$ cat config.mk
export PLATFORM = sky130hd
export DESIGN_NAME = pulse_rate_generator
export DESIGN_NICKNAME = d
export VERILOG_FILES = /design/src/rtl/bldc_rate_pkg.sv /design/src/rtl/sample_period_timer.sv /design/src/rtl/pulse_rate_generator.sv
export SDC_FILE = /design/constraint.sdc
export NUM_CORES = 1
export LEC_CHECK = 0
export BUFFER_PORTS_ARGS = -buffer_cell sky130_fd_sc_hd__buf_2
export CORE_UTILIZATION = 55
export DETAILED_ROUTE_END_ITERATION = 8
export PLACE_DENSITY = 0.76
export SLEW_MARGIN = 20
export SYNTH_ARGS = -nofsm -noshare
export SYNTH_HDL_FRONTEND = slang
export SYNTH_SLANG_ARGS = --single-unit
$ cat constraint.sdc
create_clock -name sys_clk -period 3.9 [get_ports sys_clk]
set_clock_uncertainty 0.1 [all_clocks]
set_input_delay 0 -clock sys_clk [delete_from_list [all_inputs] [get_ports sys_clk]]
set_output_delay 0 -clock sys_clk [all_outputs]
set_load 0.1 [all_outputs]
$ cat src/rtl/bldc_rate_pkg.sv
// Shared definitions for the BLDC rate path (pulse generator and window counter).
// Both blocks derive their sample period here so their boundaries line up.
package bldc_rate_pkg;

  typedef logic [31:0] rate_t;

  typedef enum logic {
    ST_READY   = 1'b0,
    ST_PENDING = 1'b1
  } rate_state_e;

  function automatic int unsigned calc_sample_period(input int unsigned clk_hz,
                                                     input int unsigned time_ms);
    return clk_hz / 1000 * time_ms;
  endfunction

  function automatic int unsigned calc_cnt_width(input int unsigned period);
    return (period > 1) ? $clog2(period) : 1;
  endfunction

endpackage

$ cat src/rtl/sample_period_timer.sv
// Free-running sample-period counter; boundary marks the last cycle of each period.
module sample_period_timer
  import bldc_rate_pkg::*;
#(
  parameter int unsigned sample_period = 100
) (
  input  logic sys_clk,
  input  logic reset,
  output logic boundary
);

  localparam int unsigned cnt_w = calc_cnt_width(sample_period);
  localparam logic [cnt_w-1:0] last = cnt_w'(sample_period - 1);

  logic [cnt_w-1:0] count;

  always_ff @(posedge sys_clk) begin
    if (reset)              count <= '0;
    else if (count == last) count <= '0;
    else                    count <= count + cnt_w'(1);
  end

  assign boundary = (count == last);

endmodule

$ cat src/rtl/pulse_rate_generator.sv
// Evenly spaced single-cycle pulses at a programmed events/s rate; new rates
// are taken by valid/ready and only applied on sample-period boundaries.
module pulse_rate_generator
  import bldc_rate_pkg::*;
#(
  parameter int unsigned clk_freq_hz        = 27_000_000,
  parameter int unsigned max_possible_value = 4000,
  parameter int unsigned sample_time_ms     = 10,
  parameter int unsigned rate_width         = $clog2(max_possible_value + 1)
) (
  input  logic                  sys_clk,
  input  logic                  reset,
  input  logic [rate_width-1:0] rate_in,
  input  logic                  rate_valid,
  output logic                  rate_ready,
  input  logic                  enable,
  output logic                  pulse,
  output logic [rate_width-1:0] active_rate,
  output logic                  boundary,
  output logic                  clamped
);

  localparam int unsigned sample_period = calc_sample_period(clk_freq_hz, sample_time_ms);
  localparam int unsigned acc_w         = $clog2(clk_freq_hz + max_possible_value);
  localparam logic [acc_w-1:0]      modulus  = acc_w'(clk_freq_hz);
  localparam logic [rate_width-1:0] rate_max = rate_width'(max_possible_value);

  generate
    if (max_possible_value > clk_freq_hz) begin : g_bad_max
      $error("max_possible_value must not exceed clk_freq_hz");
    end
  endgenerate

  sample_period_timer #(.sample_period(sample_period)) u_timer (
    .sys_clk  (sys_clk),
    .reset    (reset),
    .boundary (boundary)
  );

  rate_state_e             state, state_nxt;
  logic [rate_width-1:0]   pending;
  logic [acc_w-1:0]        acc, sum;
  logic                    xfer, apply, over;

  assign rate_ready = (state == ST_READY);
  assign xfer       = rate_valid && rate_ready;
  assign apply      = boundary && (state == ST_PENDING);
  assign over       = rate_in > rate_max;

  always_comb begin
    state_nxt = state;
    case (state)
      ST_READY:   if (xfer)     state_nxt = ST_PENDING;
      ST_PENDING: if (boundary) state_nxt = ST_READY;
    endcase
  end

  always_ff @(posedge sys_clk) begin
    if (reset) state <= ST_READY;
    else       state <= state_nxt;
  end

  // acc stays in [0, clk_freq_hz); it is never cleared on a rate change so
  // the pulse phase carries straight across the switch.
  assign sum = acc + acc_w'(active_rate);

  always_ff @(posedge sys_clk) begin
    if (reset) begin
      acc         <= '0;
      pulse       <= 1'b0;
      pending     <= '0;
      active_rate <= '0;
      clamped     <= 1'b0;
    end else begin
      if (enable) begin
        if (sum >= modulus) begin
          acc   <= sum - modulus;
          pulse <= 1'b1;
        end else begin
          acc   <= sum;
          pulse <= 1'b0;
        end
      end else begin
        pulse <= 1'b0;
      end
      if (xfer) begin
        pending <= over ? rate_max : rate_in;
        if (over) clamped <= 1'b1;
      end
      if (apply) active_rate <= pending;
    end
  end

endmodule

==> summary.md, run 1 <==
| Metric | Value |
|---|---|
| Cell count after synthesis | `574` |
| Site Rows | `32` |
| Via density per instance | `6.25` |
| Peak ir drop on the vdd network | `0.258 mV` |
| Setup CP Type | `flip-flop to flip-flop` |
| Post-synthesis adder-cell area fraction | `4.34%` |
| Post-synthesis simple-gate area fraction | `30.7%` |
| Fraction of registers with async set or reset after synthesis | `0%` |
| Leading cell types by count after synthesis | `71 x dfxtp_1, 67 x nand2_1, 55 x nor2_1, 43 x a21oi_1, 36 x nand3_1` |
| Layout overhead on the synthesized area | `20.4%` |
| Post-synthesis xor/xnor area fraction | `5.45%` |
| Main combinational cell family by area after synthesis | `simple AND/OR/NAND/NOR gates` |
| Global Route met1 Usage | `37.3%` |
| Crit path from | `active_rate[0]$_SDFFE_PP0P_` |
| CTS Root Cell | `clkbuf_8` |
| Fin. Hold Viols | `0` |
| Port Buffers | `31` |
| Fraction of the core area covered by cells at the end of the flow | `69.4%` |
| Fraction of layout instances using a drive strength above 1 | `20.9%` |
| Count of antenna-violating nets left after detailed routing | `0` |
| Register clock-pin slew on the reported worst setup and hold paths | `80 ps` |
| Number of unique standard cell types used by synthesis | `70` |
| Maximum number of buffers from clock root to sink | `2` |
| Slowest cell on crit path | `a211o_4` |
| Total via count after detailed routing | `4592` |
| Worst-skew pair later-pin latency | `350 ps` |
| Area of the core | `7810 sq um` |
| 1st-pass router iterations | `5` |
| Initial core utilization | `57.6%` |
| Number of antenna violations at the first check in global routing | `0` |
| Met2 routing resource usage after global routing | `48.2%` |
| Ordered list of cells on the worst path | `ha_4 > inv_1 > fa_2 > and2b_2 > o2111ai_4 > a211o_4 > a211oi_4 > o32ai_2 > nor4b_2 > buf_4 > a31oi_2 > buf_4 > o31a_1 > or3_1 > a21oi_1` |
| Overall die width | `92.5 microns` |
| Global router's overall resource usage | `29.4%` |
| Crit Reg-Reg Startpoint | `active_rate[0]$_SDFFE_PP0P_` |
| Path category of the worst min-delay check | `input port to flip-flop` |
| Register bit count reported by yosys | `71` |
| Slew of the pin with the lowest slew margin | `817 ps` |
| Fmax | `0.264 GHz` |
| Htree depth | `3` |
| Largest stage delay on the critical path | `420 ps` |
| Cell types occupying the most area after synthesis | `dfxtp_1 32%, nand2_1 5.6%, a21oi_1 4.8%, nor2_1 4.6%, nand3_1 4.0%` |
| Number of buffers created by CTS | `9` |
| Kind of capture point of the worst setup path | `flip-flop` |
| Boundary Pins | `32` |
| Remaining design rule violation count | `0` |
| Period utilization | `97.0%` |
| Setup-failing EPs final | `0` |
| Worst Hold Launch | `reset` |
| Number of global-route vias before repair | `4295` |
| Max-cap violations | `0` |
| Syn Area/Cell | `7.84 sq um` |
| Half-perimeter wire length after detailed placement | `8470 microns` |
| Routed Wire Length | `12100 microns` |
| Final Hold Slack | `34.4 ps` |
| Arr. time, crit path | `3970 ps` |
| Highest-utilization routing layer at the global route stage | `met2` |
| Cell repeated most along the worst path | `buf_4` |
| Number of enable flip-flop cells after synthesis | `0` |
| Min cycle time layout | `3780 ps` |
| Most frequently used flop master after synthesis | `dfxtp_1` |
| Relative slew slack | `45.5%` |
| Count of synthesis-stage warnings from yosys | `0` |
| Placed instance area | `4900 sq um` |
| Met3 usage in global routing | `7.47%` |
| Startpoint kind of the worst setup timing path | `flip-flop` |
| Antenna diode count | `0` |
| Die span in y | `92.5 microns` |
| Count leader, synth | `dfxtp_1` |
| Combined area of all synthesized cells | `4500 sq um` |
| Sequential element share of the synthesized area | `31.6%` |
| Leftover overflow at the end of global routing | `0` |
| DR WL/cell | `16.4 microns` |
| Result of the run | `complete, no violations` |
| Share of cell area taken by muxes after synthesis | `2.36%` |
| TritonCTS clock tree | `done` |
| Final design instance area without fill | `5420 sq um` |
| Final number of max-transition violations | `0` |
| Total leakage power | `0.00205 uW` |
| Clock sink total | `71` |
| Nets in the synthesized netlist | `605` |
| Maximum number of pins on one net before global-route repair | `39` |
| Wire length of the first global-routing pass | `20000 microns` |
| # nets final | `659` |
| Routability-driven placement congestion ratio | `0.953` |
| DRT iter0 DRCs | `271` |
| Leading area contributor after synthesis | `dfxtp_1` |
| Die area | `8550 sq um` |
| Required time at the worst-slack endpoint | `4090 ps` |
| Power density over the cells | `287 nW/um^2` |
| Portion of synthesized cell area occupied by the leading cell type | `31.6%` |
| Compound-cell area share of the yosys netlist | `21.8%` |
| Maximum fanout along the worst path | `6` |
-- flip-flops by register name, summed over array words and instances, names as in the netlist --
signal / cells
pulse: 1
pending: 12
active_rate: 12
u_timer.count: 19
acc: 25
state: 1
clamped: 1
-- what timing repair did --
item	CTS	global route
setup buffers	1	3
pin swaps	2	8
hold buffers	14	0
gates resized for setup	2	25
endpoints found under the hold margin	14	0
setup endpoints to repair	2	14
cloned	0	1
-- layout by cell type, fill, tap and decap left out, drive strengths merged, types with 11 or more instances in the layout --
| cell type | Yosys | final |
|---|---|---|
| dfxtp | 71 | 71 |
| nand2 | 67 | 67 |
| buf | 10 | 56 |
| nor2 | 55 | 55 |
| a21oi | 43 | 43 |
| nand3 | 36 | 36 |
| o21ai | 22 | 22 |
| inv | 15 | 17 |
| nand4 | 16 | 16 |
| nor3 | 16 | 16 |
| xor2 | 16 | 16 |
| dlygate4sd3 | 0 | 14 |
| ha | 14 | 14 |
| xnor2 | 12 | 12 |
| and3 | 11 | 11 |
| or3 | 11 | 11 |
| clkbuf | 17 | 11 |
| a211oi | 11 | 11 |
-- final timing paths --
| check | slack (ps) | endpoint | depth (start not counted) |
|---|---|---|---|
| max reg2reg | 120 | acc[17]$_SDFFE_PP0P_ | 15 |
| min | 30 | acc[4]$_SDFFE_PP0P_ | 2 |
| max | 120 | acc[17]$_SDFFE_PP0P_ | 15 |
| min reg2reg | 340 | u_timer.count[0]$_SDFF_PP0_ | 1 |
-- layout make-up --
class | count | area (sq um)
Clock inverter | 5 | 61.3
Inverter | 15 | 56.3
Timing Repair Buffer | 70 | 483
Clock buffer | 11 | 153
Sequential cell | 71 | 1450
Tap cell | 102 | 128
Multi-Input combinational cell | 461 | 3090
Fill cell | 635 | 2390
-- worst max-delay path: cells and delay by family, from the launching register on --
family                   cells  cell delay, ps
buffers and inverters        3             410
flip-flops                   1             370
adder cells (fa/ha/maj)      2             470
AND/OR/NAND/NOR              3             840
AO/OA/AOI/OAI                7            1540
-- stage by stage --
step,setup WS [ps],setup TNS (ps),instances,total power (uW)
6_report,118,0,735,1560
5_1_grt,-20.1,-28.1,735,1620
4_1_cts,37.4,0,731,1560
3_5_place_dp,-66.0,-66.0,700,916
3_3_place_gp,100,0,700,911
2_1_floorplan,77.6,0,574,877
-- kinds of logic after synthesis --
logic type / Yosys count
adder cells (fa/ha/maj): 15
AND/OR/NAND/NOR: 266
multiplexers: 10
flip-flops: 71
AO/OA/AOI/OAI: 142
XOR/XNOR: 28
buffers and inverters: 42
-- where the power goes --
part           internal, uW  total, uW  switching (uW)
Combinational          60.6        150            89.4
Clock                   338        638             300
Sequential              743        768            24.5
-- per-layer routing --
metal,routed length (microns),vias up,share of wire (%)
met4,331,0,2.7
met3,740,37,6.1
met2,5650,173,47
met5,0,-,0
met1,5340,2164,44
li1,-,2218,-
Note: power is estimated with default switching activity, not from simulation.
==> run 2: changes to the inputs <==
--- a/config.mk
+++ b/config.mk
@@ -5,10 +5,11 @@
 export SDC_FILE = /design/constraint.sdc
 export NUM_CORES = 1
 export LEC_CHECK = 0
+export ABC_AREA = 1
 export BUFFER_PORTS_ARGS = -buffer_cell sky130_fd_sc_hd__buf_2
 export CORE_UTILIZATION = 55
 export DETAILED_ROUTE_END_ITERATION = 8
-export PLACE_DENSITY = 0.76
+export PLACE_DENSITY = 0.75
 export SLEW_MARGIN = 20
 export SYNTH_ARGS = -nofsm -noshare
 export SYNTH_HDL_FRONTEND = slang
==> summary.md, run 2 <==
| Metric | Value |
|---|---|
| Result of the run | `complete, no violations` |
| Design internal power | `1070 uW` |
| Maximum number of buffers from clock root to sink | `2` |
| DR WL/cell | `13.6 microns` |
| Arr. time, crit path | `3640 ps` |
| Port Buffers | `31` |
| Fraction of layout instances using a drive strength above 1 | `9.55%` |
| Routability-driven placement congestion ratio | `0.991` |
| Fraction of registers with async set or reset after synthesis | `0%` |
| Number of unique standard cell types used by synthesis | `41` |
| Sequential power share | `50.1%` |
| Initial core utilization | `57.0%` |
| Wire length of the first global-routing pass | `22700 microns` |
| Half-perimeter wire length after detailed placement | `10100 microns` |
| Register ranked first by flip-flop count | `acc` |
| Reg-to-Reg End | `acc[24]$_SDFFE_PP0P_` |
| Count of antenna-violating nets left after detailed routing | `0` |
| Number of enable flip-flop cells after synthesis | `0` |
| Register bit count reported by yosys | `71` |
| Amount of wire on met3 after detailed routing | `946 microns` |
| Sw power | `485 uW` |
| Placed cell count | `957` |
| TritonCTS clock tree | `done` |
| CTS Root Cell | `clkbuf_8` |
| Final design instance area without fill | `5540 sq um` |
| Count leader, synth | `nand2_1` |
| Setup repair after global routing missed its margin | `no` |
| Peak ir drop on the vdd network | `0.215 mV` |
| Crit Reg-Reg Startpoint | `active_rate[0]$_SDFFE_PP0P_` |
| Syn Area/Cell | `5.97 sq um` |
| Leading area contributor after synthesis | `dfxtp_1` |
| 1st-pass router iterations | `5` |
| Fin. Hold Viols | `0` |
| Clock sink total | `71` |
| Top routing layer in use | `met4` |
| Setup CP Type | `flip-flop to flip-flop` |
| Die span in y | `97.1 microns` |
| Post-CTS setup buffers | `0` |
| Fmax | `0.284 GHz` |
| Path category of the worst min-delay check | `input port to flip-flop` |
| Die area | `9430 sq um` |
| Count of synthesis-stage warnings from yosys | `0` |
| Final number of max-transition violations | `0` |
| Fraction of the core area covered by cells at the end of the flow | `63.5%` |
| # nets final | `906` |
| Leading cell types by count after synthesis | `251 x nand2_1, 138 x inv_1, 95 x nor2_1, 79 x nand3_1, 71 x dfxtp_1` |
| Portion of total power attributed to combinational logic | `13.1%` |
| Combined area of all synthesized cells | `4970 sq um` |
| Layout overhead on the synthesized area | `11.3%` |
| Kind of capture point of the worst setup path | `flip-flop` |
| DRT iter0 DRCs | `344` |
| Required time at the worst-slack endpoint | `4020 ps` |
| Period utilization | `90.3%` |
| Boundary Pins | `32` |
| Routed Wire Length | `13400 microns` |
| Remaining design rule violation count | `0` |
| Cell types occupying the most area after synthesis | `dfxtp_1 29%, nand2_1 19%, inv_1 10%, nand3_1 7.9%, nor2_1 7.2%` |
| Global router's overall resource usage | `29.7%` |
| Number of buffers created by CTS | `9` |
| Number of antenna violations at the first check in global routing | `0` |
| Worst-skew pair later-pin latency | `360 ps` |
| Clock Power Share | `36.8%` |
| Max-cap violations | `0` |
| Leading cell types in the layout, fill and taps excluded | `251 x nand2_1, 138 x inv_1, 95 x nor2_1` |
| Critical Path Sink | `acc[24]$_SDFFE_PP0P_` |
| Via density per instance | `5.41` |
| Total leakage power | `0.00282 uW` |
| Finished Layout Cells | `988` |
| Number of flip-flops under the largest register name | `25` |
| Number of cell instances on the worst register-to-register path | `18` |
| Startpoint kind of the worst setup timing path | `flip-flop` |
| Slew of the pin with the lowest slew margin | `706 ps` |
| Placed instance area | `5190 sq um` |
| Most frequently used flop master after synthesis | `dfxtp_1` |
| Cell count after synthesis | `833` |
| Met1 wire length | `6090 microns` |
| Register clock-pin slew on the reported worst setup and hold paths | `90 ps` |
| Site Rows | `34` |
| Relative slew slack | `52.9%` |
| Overall die width | `97.1 microns` |
| Setup-failing EPs final | `0` |
| Maximum fanout along the worst path | `14` |
| Worst R2R Setup Slack | `380 ps` |
| Number of global-route vias before repair | `4984` |
| Sequential element share of the synthesized area | `28.6%` |
| Maximum number of pins on one net before global-route repair | `37` |
| Power density over the cells | `280 nW/um^2` |
| Power consumption | `1550 uW` |
| Switching Share | `31.2%` |
| Regs by FF count | `acc (25), u_timer.count (19)` |
| Met2 WL post-DR | `6060 microns` |
| Most common library cell in the layout ignoring fill and taps | `nand2_1` |
| Area of the core | `8720 sq um` |
| Final setup TNS | `0 ps` |
| Portion of synthesized cell area occupied by the leading cell type | `28.6%` |
| Leftover overflow at the end of global routing | `0` |
| Nets in the synthesized netlist | `864` |
| Min cycle time layout | `3520 ps` |
| Total via count after detailed routing | `5341` |
| Crit path from | `active_rate[0]$_SDFFE_PP0P_` |
| Htree depth | `3` |
| Antenna diode count | `0` |
run 2: changes by cell type after synthesis, moves of 9 or more:
| cell | before | now |
|---|---|---|
| and3_1 | 11 | 1 |
| nand2_1 | 67 | 251 |
| nor2b_1 | 9 | 0 |
| nor2_2 | 0 | 10 |
| nor2_1 | 55 | 95 |
| o21ai_0 | 18 | 29 |
| xnor2_1 | 12 | 3 |
| nand3_1 | 36 | 79 |
| inv_1 | 15 | 138 |
| or3_1 | 11 | 0 |
run 2: cells by family (layout without fill, tap and decap cells):
| group | count (synthesis) | after routing | share of synthesized area [%] |
|---|---|---|---|
| AOI/OAI and AO/OA | 80 | 80 | 8.83 |
| and+or+nand+nor | 493 | 494 | 43.8 |
| xor gates and xnor gates | 14 | 14 | 2.46 |
| adders and majority gates | 15 | 15 | 3.92 |
| buffers and inverters | 160 | 206 | 12.4 |
| DFF | 71 | 71 | 28.6 |
run 2: worst min path at each step:
stage	start	endpoint	slack, ps	cells past startpoint
2_1_floorplan	rate_valid	state$_SDFF_PP0_	30	2
3_3_place_gp	rate_valid	state$_SDFF_PP0_	140	3
3_5_place_dp	rate_valid	state$_SDFF_PP0_	140	3
4_1_cts	reset	clamped$_SDFFE_PP0P_	30	2
5_1_grt	reset	clamped$_SDFFE_PP0P_	60	2
6_report	reset	clamped$_SDFFE_PP0P_	50	2
run 2: power groups by stage:
stage,clock network (uW),registers [uW],logic [uW]
3_3_place_gp,0,793,185
6_report,570,777,204
2_1_floorplan,0,787,143
5_1_grt,611,781,230
4_1_cts,584,777,199
3_5_place_dp,0,794,187
run 2: cell type report:
class | instances | area, sq um
Fill cell | 824 | 3180
Multi-Input combinational cell | 603 | 2950
Sequential cell | 71 | 1420
Inverter | 144 | 541
Timing Repair Buffer | 46 | 303
Tap cell | 108 | 135
Clock buffer | 9 | 124
Clock inverter | 7 | 61.3
run 2: per-stage QoR:
step / hold slack [ps] / setup slack [ps]
floorplan: 33.3 / 217
global placement: 144 / 332
detailed placement: 143 / 273
CTS: 33.2 / 237
global route: 61.2 / 81.8
finish: 49.6 / 378
run 2: critical path, stage by stage (launching register included):
cell and delay (ps):
dfxtp_1 360, ha_1 170, inv_1 60, fa_1 410
nor2_1 190, nand2_1 90, nand4_1 80, nand2_1 90
inv_1 90, ha_1 180, inv_1 120, nor3_1 180
nand4_1 140, nor3b_2 360, nand3_4 190, nand3_2 300
nand2_1 130, nand2_1 80, a21oi_1 60
run 2: per-layer routing:
metal | global-route usage, % | vias to the layer above
li1 | - | 2707
met1 | 39.7 | 2431
met5 | 0 | -
met2 | 47.7 | 173
met4 | 10.9 | 0
met3 | 5.32 | 30
run 2: what timing repair did:
item                       CTS  global route
hold buffers                14             0
hold endpoints to repair    13             0
gates resized for setup      0             1
setup endpoints to repair    0            18
